`src/rtl/param_icache.sv`:
```
// Direct-mapped instruction cache: same-cycle hits, blocking in-order block fills.
// Latency: hit 0 cycles; miss fills WORDS words starting at word 0, then hits.
module param_icache #(
  parameter int SETS  = 16,
  parameter int WORDS = 2
) (
  input  logic        CLK,
  input  logic        nRST,
  input  logic        imemREN,
  input  logic [31:0] imemaddr,
  input  logic        iflush,
  output logic        ihit,
  output logic [31:0] imemload,
  output logic        iREN,
  output logic [31:0] iaddr,
  input  logic        iwait,
  input  logic [31:0] iload
);

  localparam int IW  = $clog2(SETS);
  localparam int WOB = $clog2(WORDS);
  localparam int KW  = (WOB > 0) ? WOB : 1;
  localparam int TW  = 30 - WOB - IW;

  typedef enum logic {IDLE, FETCH} state_t;

  state_t          state, state_n;
  logic [KW-1:0]   k, k_n;
  logic [TW-1:0]   miss_tag;
  logic [IW-1:0]   miss_idx;
  logic [SETS-1:0] valid;
  logic [TW-1:0]   tags [SETS];
  logic [31:0]     data [SETS][WORDS];

  logic [TW-1:0]   tag;
  logic [IW-1:0]   idx;
  logic [KW-1:0]   woff;
  logic [31:0]     fill_addr;
  logic            hit_raw;
  logic            latch;
  logic            fill_we;
  logic            fill_done;
  logic            unused_bits;

  assign unused_bits = ^imemaddr[1:0];
  assign tag = imemaddr[31 -: TW];
  assign idx = imemaddr[2+WOB +: IW];

  generate
    if (WOB > 0) begin : g_woff
      assign woff      = imemaddr[2 +: WOB];
      assign fill_addr = {miss_tag, miss_idx, k, 2'b00};
    end else begin : g_nowoff
      assign woff      = '0;
      assign fill_addr = {miss_tag, miss_idx, 2'b00};
    end
  endgenerate

  assign hit_raw  = valid[idx] && (tags[idx] == tag);
  assign ihit     = imemREN && !iflush && (state == IDLE) && hit_raw;
  assign imemload = ihit ? data[idx][woff] : '0;

  always_comb begin
    state_n   = state;
    k_n       = k;
    latch     = 1'b0;
    fill_we   = 1'b0;
    fill_done = 1'b0;
    iREN      = 1'b0;
    iaddr     = '0;
    if (state == FETCH) begin
      iREN  = 1'b1;
      iaddr = fill_addr;
    end
    // Flush overrides both miss detection and fill progress.
    if (iflush) begin
      state_n = IDLE;
      k_n     = '0;
    end else begin
      case (state)
        IDLE: begin
          if (imemREN && !hit_raw) begin
            latch   = 1'b1;
            k_n     = '0;
            state_n = FETCH;
          end
        end
        FETCH: begin
          if (!iwait) begin
            fill_we = 1'b1;
            if (k == KW'(WORDS - 1)) begin
              fill_done = 1'b1;
              k_n       = '0;
              state_n   = IDLE;
            end else begin
              k_n = k + KW'(1);
            end
          end
        end
        default: state_n = IDLE;
      endcase
    end
  end

  always_ff @(posedge CLK or negedge nRST) begin
    if (!nRST) begin
      state    <= IDLE;
      k        <= '0;
      valid    <= '0;
      miss_tag <= '0;
      miss_idx <= '0;
    end else begin
      state <= state_n;
      k     <= k_n;
      if (latch) begin
        miss_tag <= tag;
        miss_idx <= idx;
      end
      // The victim frame goes invalid as soon as its refill starts.
      if (iflush)
        valid <= '0;
      else if (latch)
        valid[idx] <= 1'b0;
      else if (fill_done)
        valid[miss_idx] <= 1'b1;
    end
  end

  always_ff @(posedge CLK) begin
    if (fill_we)
      data[miss_idx][k] <= iload;
    if (fill_done)
      tags[miss_idx] <= miss_tag;
  end

endmodule

```
`config.mk`:
```
export PLATFORM = sky130hd
export DESIGN_NAME = param_icache
export DESIGN_NICKNAME = d
export VERILOG_FILES = /design/src/rtl/param_icache.sv
export SDC_FILE = /design/constraint.sdc
export NUM_CORES = 1
export LEC_CHECK = 0
export BUFFER_PORTS_ARGS = -buffer_cell sky130_fd_sc_hd__clkbuf_2
export CORE_MARGIN = 5
export CORE_UTILIZATION = 35
export DETAILED_ROUTE_END_ITERATION = 7
export MAX_ROUTING_LAYER = met4
export REMOVE_ABC_BUFFERS = 1
export SYNTH_ARGS = -nofsm -noshare
export SYNTH_HDL_FRONTEND = slang
export SYNTH_SLANG_ARGS = --single-unit
```
`constraint.sdc`:
```
create_clock -name CLK -period 4.4 [get_ports CLK]
set_input_delay 0.44 -clock CLK [delete_from_list [all_inputs] [get_ports CLK]]
set_output_delay 0.44 -clock CLK [all_outputs]
set_load 0.02 [all_outputs]
```
# Yosys cells after proc, flatten, opt, wreduce, memory -nomap -nowiden
# Memories as Yosys holds them, arrays and structs flattened.
# Index checks and enable logic that the tools add are counted.
totals:
  elab_cells: 76
  ramBits: 1424
  ff_bits: 47
  mem_count: 2
  in_bits: 69
mem_list:
  columns: ["memory", "depth", "width", "rd", "rd_clocked_by_memory_dff", "wr", "line_no", "source"]
  rows:
  - ["data", 16, 64, 1, 0, 1, "33", "logic [31:0] data [SETS][WORDS];"]
  - ["tags", 16, 25, 1, 0, 1, "32", "logic [TW-1:0] tags [SETS];"]
op_classes:
  order_cmp: 7
  muxes: 40
  n_eq_ne: 3
  bitwise: 6
  reduce_logical: 12
  add_sub_neg: 1
ops:
  columns: ["cell", "n"]
  rows:
  - ["32-bit 2-to-1 mux", 6]
  - ["64-bit 2-to-1 mux", 1]
  - ["16-bit 2-to-1 mux", 3]
  - ["32-bit demux with 1-bit select", 1]
  - ["25-bit == test", 1]
  - ["1-bit 2-to-1 mux", 24]
  - ["16-bit bitwise AND", 1]
  - ["16-bit NOT", 1]
  - ["16-bit bitwise OR", 1]
  - ["4-bit by 5-bit less-than comparator with 1-bit output (second input constant)", 2]
  - ["1-bit demux with 4-bit select", 2]
  - ["4-bit by 1-bit >= comparator with 1-bit output (second input constant)", 2]
  - ["1-bit logical AND", 8]
  - ["1-bit binary-select mux with 4-bit select", 1]
  - ["2-bit >= comparator (second input constant)", 2]
  - ["1-bit NOT with 2-bit output", 2]
  - ["1-bit case mux with 2 select lines", 2]
  - ["3-bit by 2-bit != test with 1-bit output (second input constant)", 1]
  - ["3-bit != test (second input constant)", 1]
  - ["3-bit nonzero test", 1]
  - ["1-bit zero test", 2]
  - ["2-bit by 1-bit less-than comparator with 1-bit output (second input constant)", 1]
  - ["2-bit AND reduction", 1]
  - ["1-bit adder (second input constant)", 1]
  - ["1-bit NOT", 1]

# Logic depth before layout (Yosys ltp)
# Gate-level depths: netlist of the first run.
depth:
  ltp_word: 10
  mapped_depth: 15
  mapped_depth_nobuf: 9

# Worst setup path before layout of the first run
# Ideal clock, no wire load.
synth_path:
  path_kind: "register to register"
  start: "reg state"
  end: "mem data[8][0] in the netlist's numbering, enable pin"
  arrival_time_ns: 3.736
  slack_ns: 0.201
  path_stages_with_launch: 6
  synth_period_minus_slack_ns: 4.199
  path_buffers: 2
  t_required_ns: 3.937
  path_cell_list: "dfrtp_1 > clkbuf_1 > nand2_1 > or4_1 > clkbuf_1 > nor3_1"
synth_via:
  elab_chain_cells: 4
synth_lines:
  columns: ["item", "line_no", "source"]
  rows:
  - ["start: declaration", "27", "state_t state, state_n;"]
  - ["start signal: assignment", "113", "state <= state_n;"]
  - ["1-bit 2-to-1 mux", "80", "case (state)"]
  - ["1-bit 2-to-1 mux", "76", "if (iflush) begin"]
  - ["1-bit 2-to-1 mux", "130", "if (fill_we)"]
  - ["64-bit 2-to-1 mux (not written as such)", "131", "data[miss_idx][k] <= iload;"]
  - ["end: declaration", "33", null]
# No other way between the ends.

# Final worst setup path of the first run
layout_path:
  start: "mem tags[5][23] in the netlist's numbering"
  end: "out imemload[26]"
layout_via:
  elab_chain_cells: 5
layout_lines:
  columns: ["item", "line_no", "source"]
  rows:
  - ["start: declaration", "32", null]
  - ["memory 16 x 25 bit", null, null]
  - ["25-bit == test", "59", "assign hit_raw = valid[idx] && (tags[idx] == tag);"]
  - ["1-bit logical AND", "59", null]
  - ["1-bit logical AND", "60", "assign ihit = imemREN && !iflush && (state == IDLE) && hit_raw;"]
  - ["32-bit 2-to-1 mux", "61", "assign imemload = ihit ? data[idx][woff] : '0;"]
  - ["end: declaration", "13", "output logic [31:0] imemload,"]
# No other way between the ends.

==> metrics.yaml, run 1 <==
status: "finished clean"
net-switching-power_mw: 6.47
rsz0062_at_grt: "yes"
endpoint_kind: "output port"
synthTopCellsByCount: "1424 x edfxtp_1, 390 x mux4_2, 104 x mux2i_1"
path_clk_slew_ns: 0.06
combPwrFrac: 0.053
fmax_mhz: 232
power-per-cell-area_mw_per_mm2: 440
grt_overflow_total: 0
route.detailed.drc: 0
dieArea_mm2: 0.173
drv_cap: 0
worst_pin_slew_ns: 0.950
drt-total-wl_um: 144000
syn_area_per_cell_um2: 22.5
min-delay-path-class: "in2reg"
wl_per_cell_um: 28.0
floorplan.rows: 149
grt_pass1_vias: 28025
p_int_mw: 22.9
clock_sinks: 1471
slew_viol_final: 0
p_clk_frac: 0.406
switching_share: 0.220
finalNetCount: 2916
gp_congestion: 0.843
die_x_um: 416
multiInputGateArea_mm2: 0.0131
leakage_nw: 21.3
htree_levels: 4
setup.worst_path.class: "reg2out"
cts_root_buf: "clkbuf_16"
synthTopCellsByArea: "edfxtp_1 74%, mux4_2 15%, dfrtp_1 2.0%"
synth_cell_types: 72
start_util: 0.351
drt-initial-drc-count: 3051
synthArstFlopShare: 0.0320
cts_tree: "built"
grt_max_degree: 93
ys_ff_latch: 1471
portBuffers: 130
coreArea_mm2: 0.164
finalHoldViolCount: 0
path_max_fanout: 33
die_h_um: 416
dr.pass1.iters: 7
syn_area_mm2: 0.0577
clock_skew_ns: 0.0260
clock_latency_ns: 0.77
ir_drop_uv: 417
area_growth_pct: 15.8
ys_seq_area_frac: 0.762
cts_buffers: 147
antenna_found_initial: 10
finalSetupViolCount: 0
final_area_mm2: 0.0668
synth_cells: 2559
synth-edff-count: 1424
grt_usage: 0.170
yosysTopAreaCell: "edfxtp_1"
drtAntennaViolNets: 0
dominantRegCellSynth: "edfxtp_1"
hpwl_um: 78700
setup_tns_ns: 0
fill_cells: 14516
period_needed_ns: 4.31
cp.required_ns: 3.96
grt_pass1_wl_um: 207000
start_kind: "flip-flop"
yosysWarnings: 0
relSlewSlack: 0.365
worst-endpoint-arrival_ns: 3.87
period_share: 0.980
viasPerCell: 5.35
vias: 27571
placed_area_mm2: 0.0619
sequentialPowerShare: 0.541
num_io_pins: 135
clock_path_buffers: 3
synth_top_area_share: 0.742
yosysMostFrequentCell: "edfxtp_1"
seq_area_mm2: 0.0439
drive_gt1_frac: 0.330
logic make-up after synthesis:
kind of cell / after synthesis / synth area share
AO/OA/AOI/OAI: 114 / 0.0148
XOR/XNOR: 25 / 0.00380
other: 1 / 0.0000650
AND/OR/NAND/NOR: 229 / 0.0207
buffers and inverters: 167 / 0.0158
flip-flops: 1471 / 0.762
multiplexers: 552 / 0.183
path summary, 6_finish.rpt:
path                                  startpoint                  endpoint  slack [ns]  cells past startpoint
setup / recovery           tags[5][23]$_DFFE_PP_              imemload[26]        0.09                     11
hold / removal                      imemaddr[16]   miss_tag[9]$_DFFE_PN0N_        0.09                      2
setup reg to reg           tags[5][23]$_DFFE_PP_             k$_DFFE_PN0P_        0.62                     12
hold reg to reg            valid[15]$_DFFE_PN0P_     valid[15]$_DFFE_PN0P_        0.51                      1
max in group asynchronous                   nRST   miss_idx[2]$_DFFE_PN0N_        3.51                      3
min in group asynchronous                   nRST  miss_tag[11]$_DFFE_PN0N_        0.34                      3
sequential cells by signal (all words and copies together) (netlist names):
name and cells:
valid 16, k 1, miss_tag 25, state 1, miss_idx 4, data 1024
tags 400
routing by layer:
metal / up-vias / wire length [um] / track usage
met5: - / 0 / -
met4: 0 / 2830 / 0.0420
met3: 197 / 7850 / 0.0228
met2: 943 / 72000 / 0.274
met1: 15028 / 61600 / 0.232
li1: 11403 / - / -
per-stage QoR:
stage	setup slack, ns	hold WS, ns	std cells	power, mW	util
final	0.0900	0.0921	5152	29.4	0.406
after global routing	-0.0581	0.0538	5151	30.4	0.406
after CTS	0.00742	0.0153	5148	29.7	0.406
after detailed placement	0.242	0.493	4861	17.8	0.377
after global placement	0.273	0.489	4861	17.7	0.377
after floorplan	-0.800	0.144	2413	16.8	-
power groups by stage:
stage / logic (mW) / clock network, mW / registers [mW]
2_1_floorplan: 0.755 / 0 / 16.1
3_3_place_gp: 1.55 / 0 / 16.2
3_5_place_dp: 1.56 / 0 / 16.2
4_1_cts: 1.59 / 12.2 / 15.9
5_1_grt: 1.67 / 12.8 / 15.9
6_report: 1.55 / 11.9 / 15.9
cell usage in the layout (no fill, tap or decap), drive strengths merged, types with 18 or more instances in the layout:
cell type,count
nor3,22
a22oi,19
dlygate4sd3,25
buf,167
nand2,28
nand4,18
edfxtp,1424
and2,32
mux2,57
mux2i,104
clkinv,54
xnor2,20
mux4,391
dfrtp,47
nor2,83
inv,29
clkbuf,284
worst max-delay path: stages (launching register included):
cell	delay (ns)
edfxtp_1	0.36
mux2_2	0.29
and3_1	0.19
nor4_2	0.31
nand4_1	0.19
a2111o_1	0.52
a211oi_2	0.34
nand4_4	0.16
nand2b_4	0.19
buf_12	0.20
nor2_1	0.14
buf_2	0.18
what timing repair did:
action                                  4_1_cts  5_1_grt
endpoints found under the setup margin       32       33
hold buffers                                 25        0
pin swaps                                     0        2
hold endpoints to repair                     69        0
buffers inserted                              0        1
gates resized for setup                       1       51
final cells by class:
type                       count  share of cell area
inverter                      20             0.00120
timing repair buffer         285              0.0349
clock buffer                 191              0.0588
antenna                        3            0.000112
multi-input combinational    922               0.197
clock inverter                71             0.00927
sequential                  1471               0.658
tap                         2189              0.0410
(Power assumes the default switching activity.)
==> run 2, diff against run 1 <==
Settings changed: CORE_ASPECT_RATIO from default to 1.5, TNS_END_PERCENT from default to 30.
==> metrics.yaml, run 2 (same netlist as run 1, synthesis figures left out) <==
coreArea_mm2: 0.164  # about the same
grt_pass1_vias: 28750  # was 28.0k
drtAntennaViolNets: 0  # unchanged
worst_pin_slew_ns: 1.06  # was 0.950 ns
leakage_nw: 21.5  # was 21.3 nW
route.detailed.drc: 0  # unchanged
hpwl_um: 79500  # was 78700 um
dr.pass1.iters: 5  # was 7
clock_sinks: 1471  # unchanged
setup_tns_ns: 0  # unchanged
drv_cap: 0  # unchanged
finalHoldViolCount: 0  # unchanged
status: "finished clean"  # unchanged
cts_buffers: 147  # unchanged
worstPathCellList: "mux4_2, mux2_2, a32oi_1, o211ai_1, or4_4, inv_2, nand4_4, nand2b_4, buf_12, clkbuf_16, nor2_1, buf_2"  # was mux2_2, and3_1, nor4_2, nand4_1, a2111o_1, a211oi_2, nand4_4, nand2b_4, buf_12, nor2_1, buf_2
largest_register_ffs: 1024  # unchanged
grt_usage: 0.171  # was 0.170
floorplan.rows: 182  # was 149
gp_congestion: 0.847  # was 0.843
clock_path_buffers: 3  # unchanged
reg2reg_depth: 12  # unchanged
rsz0062_at_grt: "yes"  # unchanged
setup.worst_path.class: "reg2out"  # unchanged
worst-endpoint-arrival_ns: 3.84  # was 3.87 ns
path_clk_slew_ns: 0.06  # about the same
grt_max_degree: 144  # was 93
drt-initial-drc-count: 2482  # was 3051
cp.required_ns: 3.96  # about the same
fill_cells: 14321  # was 14.5k
grt_overflow_total: 0  # unchanged
clock_skew_ns: 0.0377  # was 0.0260 ns
antenna_found_initial: 11  # was 10
path_max_fanout: 11  # was 33
viasPerCell: 5.42  # was 5.35
whs_path_depth: 2  # unchanged
period_share: 0.974  # was 0.980
start_util: 0.352  # was 0.351
clock_latency_ns: 0.78  # was 0.77 ns
whs_ns: 0.102  # was 0.0921 ns
fmax_mhz: 233  # was 232 MHz
finalNetCount: 2936  # was 2916
period_needed_ns: 4.28  # was 4.31 ns
min-delay-path-class: "in2reg"  # unchanged
worstSetupPathDepth: 12  # was 11
num_io_pins: 135  # unchanged
slew_viol_final: 0  # unchanged
area_growth_pct: 16.2  # was 15.8%
finalSetupViolCount: 0  # unchanged
drt-total-wl_um: 145000  # was 144000 um
largest_register: "data"  # unchanged
cts_tree: "built"  # unchanged
cp_slowest_stage_delay_ns: 0.57  # was 0.52 ns
final_cell_mix: "1424 x edfxtp_1, 390 x mux4_2, 151 x clkbuf_16"  # unchanged
wl_per_cell_um: 28.5  # was 28.0 um
reg.largest.list: "data: 1024 flops, tags: 400 flops, miss_tag: 25 flops"  # unchanged
die_h_um: 507  # was 416 um
dieArea_mm2: 0.173  # about the same
htree_levels: 4  # unchanged
start_kind: "flip-flop"  # unchanged
cp_top_family: "simple AND/OR/NAND/NOR gates"  # unchanged
relSlewSlack: 0.296  # was 0.365
vias: 27667  # was 27.6k
cts_root_buf: "clkbuf_16"  # unchanged
die_x_um: 341  # was 416 um
ir_drop_uv: 344  # was 417 uV
cp_num_buf_inv: 4  # was 2
endpoint_kind: "output port"  # unchanged
layout.cells.most_common: "edfxtp_1"  # unchanged
crit_slowest_cell: "or4_4"  # was a2111o_1
finalPower_mw: 29.5  # was 29.4 mW
power-per-cell-area_mw_per_mm2: 440  # about the same
grt_pass1_wl_um: 207000  # about the same
portBuffers: 130  # unchanged
drive_gt1_frac: 0.342  # was 0.330
==> run 2: timing repair <==
| item | CTS | global route |
|---|---|---|
| cloned | 0 | 1 |
| pin swaps | 1 | 8 |
| buffers inserted | 0 | 4 |
| hold endpoints to repair | 70 | 0 |
| gates resized for setup | 12 | 36 |
| setup endpoints to repair | 16 | 17 |
| hold buffers | 26 | 0 |
==> run 2: worst register-to-register path: cells and delay by family (launching register included) <==
family / cells / cell delay [ns]
flops: 1 / 0.37
mux: 2 / 0.78
compound gates: 4 / 0.71
buf+inv: 4 / 0.99
simple gates: 2 / 0.68
==> run 2: area by class of cell <==
cell class / count / area (um2) / share of cell area
flip-flops and latches: 1471 / 43900 / 0.656
repair buffers: 305 / 2420 / 0.0362
clock inverters: 80 / 713 / 0.0106
well taps: 2116 / 2650 / 0.0395
multi-input cells: 922 / 13300 / 0.198
diodes: 9 / 22.5 / 0.000336
clock buffers: 185 / 3920 / 0.0584
inverters: 20 / 80.1 / 0.00119
==> run 2: final timing paths <==
| path | startpoint | end | slack [ns] |
|---|---|---|---|
| setup / recovery | tags[8][1]$_DFFE_PP_ | imemload[20] | 0.12 |
| hold / removal | imemaddr[16] | miss_tag[9]$_DFFE_PN0N_ | 0.10 |
| setup reg to reg | tags[8][1]$_DFFE_PP_ | k$_DFFE_PN0P_ | 0.82 |
| hold reg to reg | valid[15]$_DFFE_PN0P_ | valid[15]$_DFFE_PN0P_ | 0.51 |
| max in group asynchronous | nRST | valid[3]$_DFFE_PN0P_ | 3.50 |
| min in group asynchronous | nRST | miss_tag[3]$_DFFE_PN0N_ | 0.36 |
==> run 2: metal layers <==
| metal | global-route usage | up-vias | routed length (um) |
|---|---|---|---|
| met2 | 0.283 | 1045 | 74000 |
| met5 | - | - | 0 |
| met4 | 0.0541 | 0 | 4340 |
| met3 | 0.0309 | 222 | 9760 |
| li1 | - | 11433 | - |
| met1 | 0.218 | 14967 | 57300 |
==> run 2: power by group <==
part | leakage, nW | switching [mW] | internal (mW)
logic | 5.84 | 0.907 | 0.681
registers | 13.4 | 0.263 | 15.6
clock network | 2.23 | 5.31 | 6.72
==> run 2: metrics by stage <==
stage | std cells | instance area [um2] | utilization | setup slack [ns]
after floorplan | 2413 | 56800 | - | -0.800
after global placement | 4803 | 61800 | 0.377 | 0.0716
after detailed placement | 4803 | 61800 | 0.377 | 0.0745
after CTS | 5094 | 66800 | 0.407 | 0.0111
after global routing | 5108 | 67000 | 0.409 | -0.0282
final | 5108 | 67000 | 0.409 | 0.116
